`src/rtl/dac_pkg.sv`:
```
// Shared types and constants for the audio DAC ramp generator.
// The default code width and ramp top live here so the counter, its
// next-state logic and the bus interface agree on one definition.
package dac_pkg;

  localparam int DAC_WIDTH = 8;

  typedef logic [DAC_WIDTH-1:0] dac_code_t;

  // All-ones code: the natural top of the ramp at the default width.
  localparam dac_code_t DAC_MAX = '1;

endpackage : dac_pkg

```
`src/rtl/dac_counter_if.sv`:
```
// Bus between the audio prescaler and the DAC ramp generator.
// The prescaler side (master) drives the count enable at_max.
// The counter side (slave) returns the registered sample code dacCount.
interface dac_counter_if
  import dac_pkg::*;
#(
  parameter int WIDTH = DAC_WIDTH
);

  logic             at_max;
  logic [WIDTH-1:0] dacCount;

  modport master (
    output at_max,
    input  dacCount
  );

  modport slave (
    input  at_max,
    output dacCount
  );

endinterface : dac_counter_if

```
`src/rtl/dac_counter_next.sv`:
```
// Pure combinational next-count logic for the DAC ramp.
// The sum is formed one bit wider than the code so that the compare
// against the ramp top cannot be fooled by overflow. The result is
// truncated back to WIDTH only after that compare.
// Optional macro DAC_COUNTER_SATURATE_EN: when defined, the ramp sticks
// at MAX_COUNT instead of wrapping to zero.
module dac_counter_next
  import dac_pkg::*;
#(
  parameter int WIDTH     = DAC_WIDTH,
  parameter int MAX_COUNT = int'(DAC_MAX),
  parameter int STEP      = 1
) (
  input  logic [WIDTH-1:0] cur_count,
  input  logic             at_max,
  output logic [WIDTH-1:0] next_count
);

  localparam logic [WIDTH:0] STEP_W = (WIDTH+1)'(STEP);
  localparam logic [WIDTH:0] MAX_W  = (WIDTH+1)'(MAX_COUNT);

  logic [WIDTH:0] sum;

  // Advance by STEP while enabled, wrap or saturate past the top, park at zero when disabled.
  always_comb begin
    sum        = {1'b0, cur_count} + STEP_W;
    next_count = '0;
    if (at_max) begin
      if (sum <= MAX_W) begin
        next_count = sum[WIDTH-1:0];
      end else begin
`ifdef DAC_COUNTER_SATURATE_EN
        next_count = MAX_W[WIDTH-1:0];
`else
        next_count = '0;
`endif
      end
    end
  end

endmodule : dac_counter_next

```
`src/rtl/dac_counter.sv`:
```
// Free-running ramp generator producing the sample code for the audio DAC.
// While at_max is high the code climbs by STEP each clock (sawtooth);
// while it is low the code is parked at zero. The output is purely
// registered, so there is exactly one clock of latency from at_max.
// Optional macro DAC_COUNTER_SATURATE_EN: hold at MAX_COUNT instead of
// wrapping to zero once the ramp reaches the top.
module dac_counter
  import dac_pkg::*;
#(
  parameter int WIDTH     = DAC_WIDTH,
  parameter int MAX_COUNT = int'(DAC_MAX),
  parameter int STEP      = 1
) (
  input  logic          clk,
  input  logic          rst,
  dac_counter_if.slave  bus
);

  logic [WIDTH-1:0] next_count;

  // Reject parameter sets that would make the ramp top unreachable or the ramp stall.
  if (MAX_COUNT >= (1 << WIDTH)) begin : g_bad_max_count
    $error("dac_counter: MAX_COUNT must be below 2**WIDTH");
  end
  if (STEP < 1) begin : g_bad_step
    $error("dac_counter: STEP must be at least 1");
  end

  dac_counter_next #(
    .WIDTH     (WIDTH),
    .MAX_COUNT (MAX_COUNT),
    .STEP      (STEP)
  ) u_next (
    .cur_count  (bus.dacCount),
    .at_max     (bus.at_max),
    .next_count (next_count)
  );

  // Sample register: reset has priority, otherwise take the computed next code.
  always_ff @(posedge clk) begin
    if (rst) begin
      bus.dacCount <= '0;
    end else begin
      bus.dacCount <= next_count;
    end
  end

endmodule : dac_counter

```
`src/flat_wrapper.sv`:
```
// flat-port wrapper written by rule: the top's interface ports become plain ports
module dac_counter_flat import dac_pkg::*;
#(
  parameter int WIDTH     = DAC_WIDTH,
  parameter int MAX_COUNT = int'(DAC_MAX),
  parameter int STEP      = 1
)
  (clk, rst, bus_at_max, bus_dacCount);
  dac_counter_if #(.WIDTH(WIDTH)) bus_i ();
  input  logic clk;
  input  logic rst;
  input wire logic [$bits(bus_i.at_max)-1:0] bus_at_max;
  output wire logic [$bits(bus_i.dacCount)-1:0] bus_dacCount;
  assign bus_i.at_max = bus_at_max;
  assign bus_dacCount = bus_i.dacCount;
  dac_counter #(.WIDTH(WIDTH), .MAX_COUNT(MAX_COUNT), .STEP(STEP)) u_core (.clk(clk), .rst(rst), .bus(bus_i));
endmodule
```
`config.mk`:
```
export PLATFORM = sky130hd
export DESIGN_NAME = dac_counter_flat
export DESIGN_NICKNAME = d
export VERILOG_FILES = /design/src/rtl/dac_pkg.sv /design/src/rtl/dac_counter_if.sv /design/src/rtl/dac_counter_next.sv /design/src/rtl/dac_counter.sv /design/src/flat_wrapper.sv
export SDC_FILE = /design/constraint.sdc
export NUM_CORES = 1
export LEC_CHECK = 0
export CAP_MARGIN = 30
export CORE_UTILIZATION = 30
export CTS_BUF_LIST = sky130_fd_sc_hd__clkbuf_16
export DETAILED_ROUTE_END_ITERATION = 10
export PLACE_DENSITY = 0.55
export RECOVER_POWER = 25
export SYNTH_ARGS = -nofsm -noshare
export SYNTH_HDL_FRONTEND = slang
export SYNTH_SLANG_ARGS = --single-unit
```
`constraint.sdc`:
```
create_clock -name clk -period 2.1 [get_ports clk]
set_clock_uncertainty 0.15 [all_clocks]
set_input_delay 0.21 -clock clk [delete_from_list [all_inputs] [get_ports clk]]
set_output_delay 0.21 -clock clk [all_outputs]
set_load 0.05 [all_outputs]
```
==> Yosys cells after proc, flatten, opt, wreduce, memory -nomap -nowiden <==
Cells that the tools add are included.
Widths: inputs -> output; s select.
{ "word_totals": {"reg_bits": 8, "in_bits": 3, "out_inout_bits": 8, "wordCells": 6} }
{ "op_classes": {"addsub": 1, "n_lt_le_gt_ge": 1, "n_bitwise": 2, "reduce_logical": 1} }
{ "ops": {"columns": ["operator", "count"], "rows": [
  ["$add 8x1->9 const B", 1],
  ["$le 9x8->1 const B", 1],
  ["$reduce_or 3->1", 1],
  ["$not 1->1", 2]
]} }

==> Logic depth before layout (Yosys ltp) <==
{ "depth": {"ltp_word": 4, "mapped_depth": 6} }

==> Cells and area by module <==
From an unflattened synthesis, not the netlist that was laid out.
{ "hier_totals": {"cells_unflattened": 52, "hier_area_um2": 476.7} }
{ "modules_own_cells": {"columns": ["module", "instances", "cells_each", "area_per_inst_um2", "seq_area_each_um2"], "rows": [
  ["dac_counter_next", 1, 36, 266.5, 0.0],
  ["dac_counter", 1, 16, 210.2, 160.2]
]} }

==> Worst setup path before layout <==
OpenSTA, ideal clock, no wires.
{ "synth_path": {"path_kind": "reg2reg", "from": "register u_core.bus.dacCount[0]", "to": "register u_core.bus.dacCount[3]", "setup_ps": 126, "arrival_time_ps": 2006, "required_ps": 1824, "path_slack_ps": -182, "stages_incl_launch_ff": 7, "n_path_buf": 0, "cell_sequence": "dfxtp_1 inv_1 ha_1 or2_0 a2111o_1 o31ai_4 nor2_1"} }
{ "synth_between": {"elab_chain_cells": 4} }
{ "synth_lines": {"columns": ["element", "line_no", "source"], "rows": [
  ["start: declaration", "dac_counter_if.sv:20", "output dacCount"],
  ["start signal: assignment", "dac_counter.sv:44", "bus.dacCount <= next_count;"],
  ["$add 8x1->9", "dac_counter_next.sv:26", "sum = {1'b0, cur_count} + STEP_W;"],
  ["net u_core.u_next.sum[0]", "dac_counter_next.sv:22", "logic [WIDTH:0] sum;"],
  ["$le 9x8->1", "dac_counter_next.sv:29", "if (sum <= MAX_W) begin"],
  ["$not 1->1 (no line)", null, null],
  ["$reduce_or 3->1 (no line)", null, null]
]} }
The timed path passes the listed nets, and every way through them passes these cells.
A chain may end at the register's enable or synchronous reset.

==> Final worst setup path <==
Same ends and word-level chain as after synthesis.

==> results.md <==
- Status: completed
- Top cells by area, synth: dfxtp_1 40%, xor2_1 11%, ha_1 6.3%
- Hold path start: u_core.bus.dacCount[0]$_SDFF_PP0_
- Mean routed wirelength per cell: 10.4 µm
- Multi-input gate area: roughly 230 µm²
- Post-CTS Resized: 0
- 1st-pass router iterations: 3
- Die area: 0.00147 mm²
- Normalized max-slew margin: roughly 66%
- Psw: 0.0000877 W
- Longest Clk Path Bufs: 2
- Syn. warnings: 0
- Max-cap violation count: 0
- Hold Path Stages: 1
- Part of the power in registers: 31.8%
- Core Area: around 0.0012 mm²
- Worst slew pin tran: 502 ps
- Comb power frac: 4.9%
- IO Port Bufs: 10
- Crit path time final: 2020 ps
- PD cells: 843 mW/mm²
- Worst-case hold path end point: u_core.bus.dacCount[0]$_SDFF_PP0_
- Crit end category: register
- Chip Height: 38.4 µm
- Starting Density: ~34%
- Die W: 38.4 µm
- Cell Area, Synth: 397 µm²
- Largest register by flop count: u_core.bus.dacCount
- Worst EP arrival: around 2000 ps
- Largest net degree at the start of global routing: 9
- Post-synthesis cell count: 42
- Average instance area after synthesis: approximately 9.4 µm²
- Sw Share: 17.6%
- Post-CTS Hold Fix Bufs: 0
- Cell taking the most area after synthesis: dfxtp_1
- Register area: 163 µm²
- Fill cells: 111
- F_max: 0.496 GHz
- Category of the most critical setup path: reg -> reg
- Routed wire length: between 700 and 800 µm
- Clk_lat worst skew: 230 ps
- Synth Net Count: 47
- Worst EP required: roughly 2000 ps
- Worst reg2reg path depth: 6
- I/O pin count: 11
- Grt ovf: 0
- GRT Total Usage: 12.7%
- First-pass GRT wire length: 1.17 mm
- RSZ-0062 raised after global routing: false
- Vias/cell: 4.84
- Max IR drop VDD: 0.000679 V
- Critical path peak fanout: 8
- Clock power share: ~63%
- Crit start category: register
- Antenna violations before repair: 0
- CTS tree: done
- CTS sink cnt: 8
- Clock transition at path regs: 30 ps
- Setup-failing EPs final: 0
- Seq/Total Area, Yosys: 40.4%
- FF+latch count, synth: 8
- Total setup buffers inserted after CTS: 0
- Setup TNS Final: 0 ps
- Library cells used by synthesis: 20
- Largest register FFs: 8
- Global placement routability congestion: about 0.72
- Lkg Pwr: 0.230 nW
- Max-slew violations: 0
- Htree depth: 1
- Inst Count DP: 66
- Core Rows: 12
- Internal power: 0.000411 W
- Clk root buf: clkbuf_16
- Vias in the first global route: 290
- TritonCTS Buffers: 3
- Top Registers: u_core.bus.dacCount: 8 flops
- Ant. Diodes: 0
- # DRC: 0
- Area growth from synthesis to layout: 49.2%
- Post-DRT Antenna Nets: 0
- DR iter-0 viols: 4
- Period utilization: between 90% and 100%
- Reg2reg start: u_core.bus.dacCount[0]$_SDFF_PP0_
- Total number of vias: between 300 and 400
- Share of cells above drive strength 1: a little over a tenth
- Placed wire-length estimate: 549 µm
- Final Instance Count excl. Fillers: 69
- Nets: 62
- Reg2reg end: u_core.bus.dacCount[3]$_SDFF_PP0_
- Worst hold path class: reg -> reg
- Final hold violation count: 0
- Post-synth top area share: 40.4%
- Min Hold Slack: 355 ps
- Flop2flop setup slack: roughly 84 ps
-- metrics by stage --
stage,area [µm²],worst slack (ps),power [W],util [%]
6_report,592,84.3,0.000499,50.5
2_1_floorplan,399,33.5,0.000176,-
4_1_cts,592,69.1,0.000508,50.5
5_1_grt,592,14.4,0.000509,50.5
3_5_place_dp,517,75.7,0.000186,44.1
3_3_place_gp,517,112,0.000185,44.1
-- how the worst max path moves through the flow --
stage,start,end,slack (ps),cells after the start
after floorplan,u_core.bus.dacCount[0]$_SDFF_PP0_,u_core.bus.dacCount[3]$_SDFF_PP0_,30,6
after global placement,u_core.bus.dacCount[0]$_SDFF_PP0_,u_core.bus.dacCount[3]$_SDFF_PP0_,110,6
after detailed placement,u_core.bus.dacCount[0]$_SDFF_PP0_,u_core.bus.dacCount[3]$_SDFF_PP0_,80,6
after CTS,u_core.bus.dacCount[0]$_SDFF_PP0_,u_core.bus.dacCount[3]$_SDFF_PP0_,70,6
after global routing,u_core.bus.dacCount[0]$_SDFF_PP0_,u_core.bus.dacCount[5]$_SDFF_PP0_,10,6
final,u_core.bus.dacCount[0]$_SDFF_PP0_,u_core.bus.dacCount[3]$_SDFF_PP0_,80,6
-- placed cells by master (no fill, tap or decap), drive strengths merged, types with 2 or more instances in the layout --
cell           instances
xor2                   5
clkdlybuf4s50          6
nand3                  4
inv                    2
nand2                  2
dlygate4sd3            4
dfxtp                  8
clkbuf                 3
ha                     2
nor2                   6
-- worst max-delay path, cell delays in order, from the launching register on --
cell      delay [ps]
dfxtp_2          400
inv_1             60
ha_1             290
or2_0            200
a2111o_1         340
o31ai_4          350
nor2_1            90
-- kinds of logic after synthesis --
kind of cell	after synthesis	share of synthesized area [%]
AND/OR/NAND/NOR	19	23.3
flip-flops	8	40.4
XOR/XNOR	6	13.2
AO/OA/AOI/OAI	5	14.8
buffers and inverters	2	1.89
adder cells (fa/ha/maj)	2	6.31
-- cell type report --
type,instances,share of cell area (%)
multi-input combinational,32,38.7
sequential,8,27.5
timing repair buffer,10,16.9
clock buffer,3,12.7
tap,14,2.96
inverter,2,1.27
-- routing by layer --
metal | vias to the layer above | global-route usage (%) | share of wire [%]
met5 | - | 0 | 0
met2 | 11 | 16.5 | 40
met3 | 4 | 5.81 | 6.4
met1 | 145 | 14.6 | 49
li1 | 174 | - | -
met4 | 0 | 12.9 | 4.5
-- power groups by stage --
stage	registers [W]	logic [W]	clock network (W)
2_1_floorplan	0.000167	0.00000952	0
3_3_place_gp	0.000161	0.0000244	0
3_5_place_dp	0.000161	0.0000248	0
4_1_cts	0.000159	0.0000248	0.000324
5_1_grt	0.000159	0.0000260	0.000324
6_report	0.000159	0.0000243	0.000316
-- synthesized netlist by cell type --
library cell / number
dfxtp_1: 8
nand2_1: 2
a41oi_1: 1
xor2_1: 5
inv_1: 2
a2111o_1: 1
ha_1: 2
nor3_1: 1
and2_1: 1
nor2b_1: 1
o31ai_4: 1
xnor2_1: 1
nor2_1: 6
a211oi_1: 1
a41o_1: 1
nand3_1: 4
nand4_1: 1
and3_1: 1
nand2b_1: 1
or2_0: 1
No activity file was read; power rests on OpenSTA's default activity.
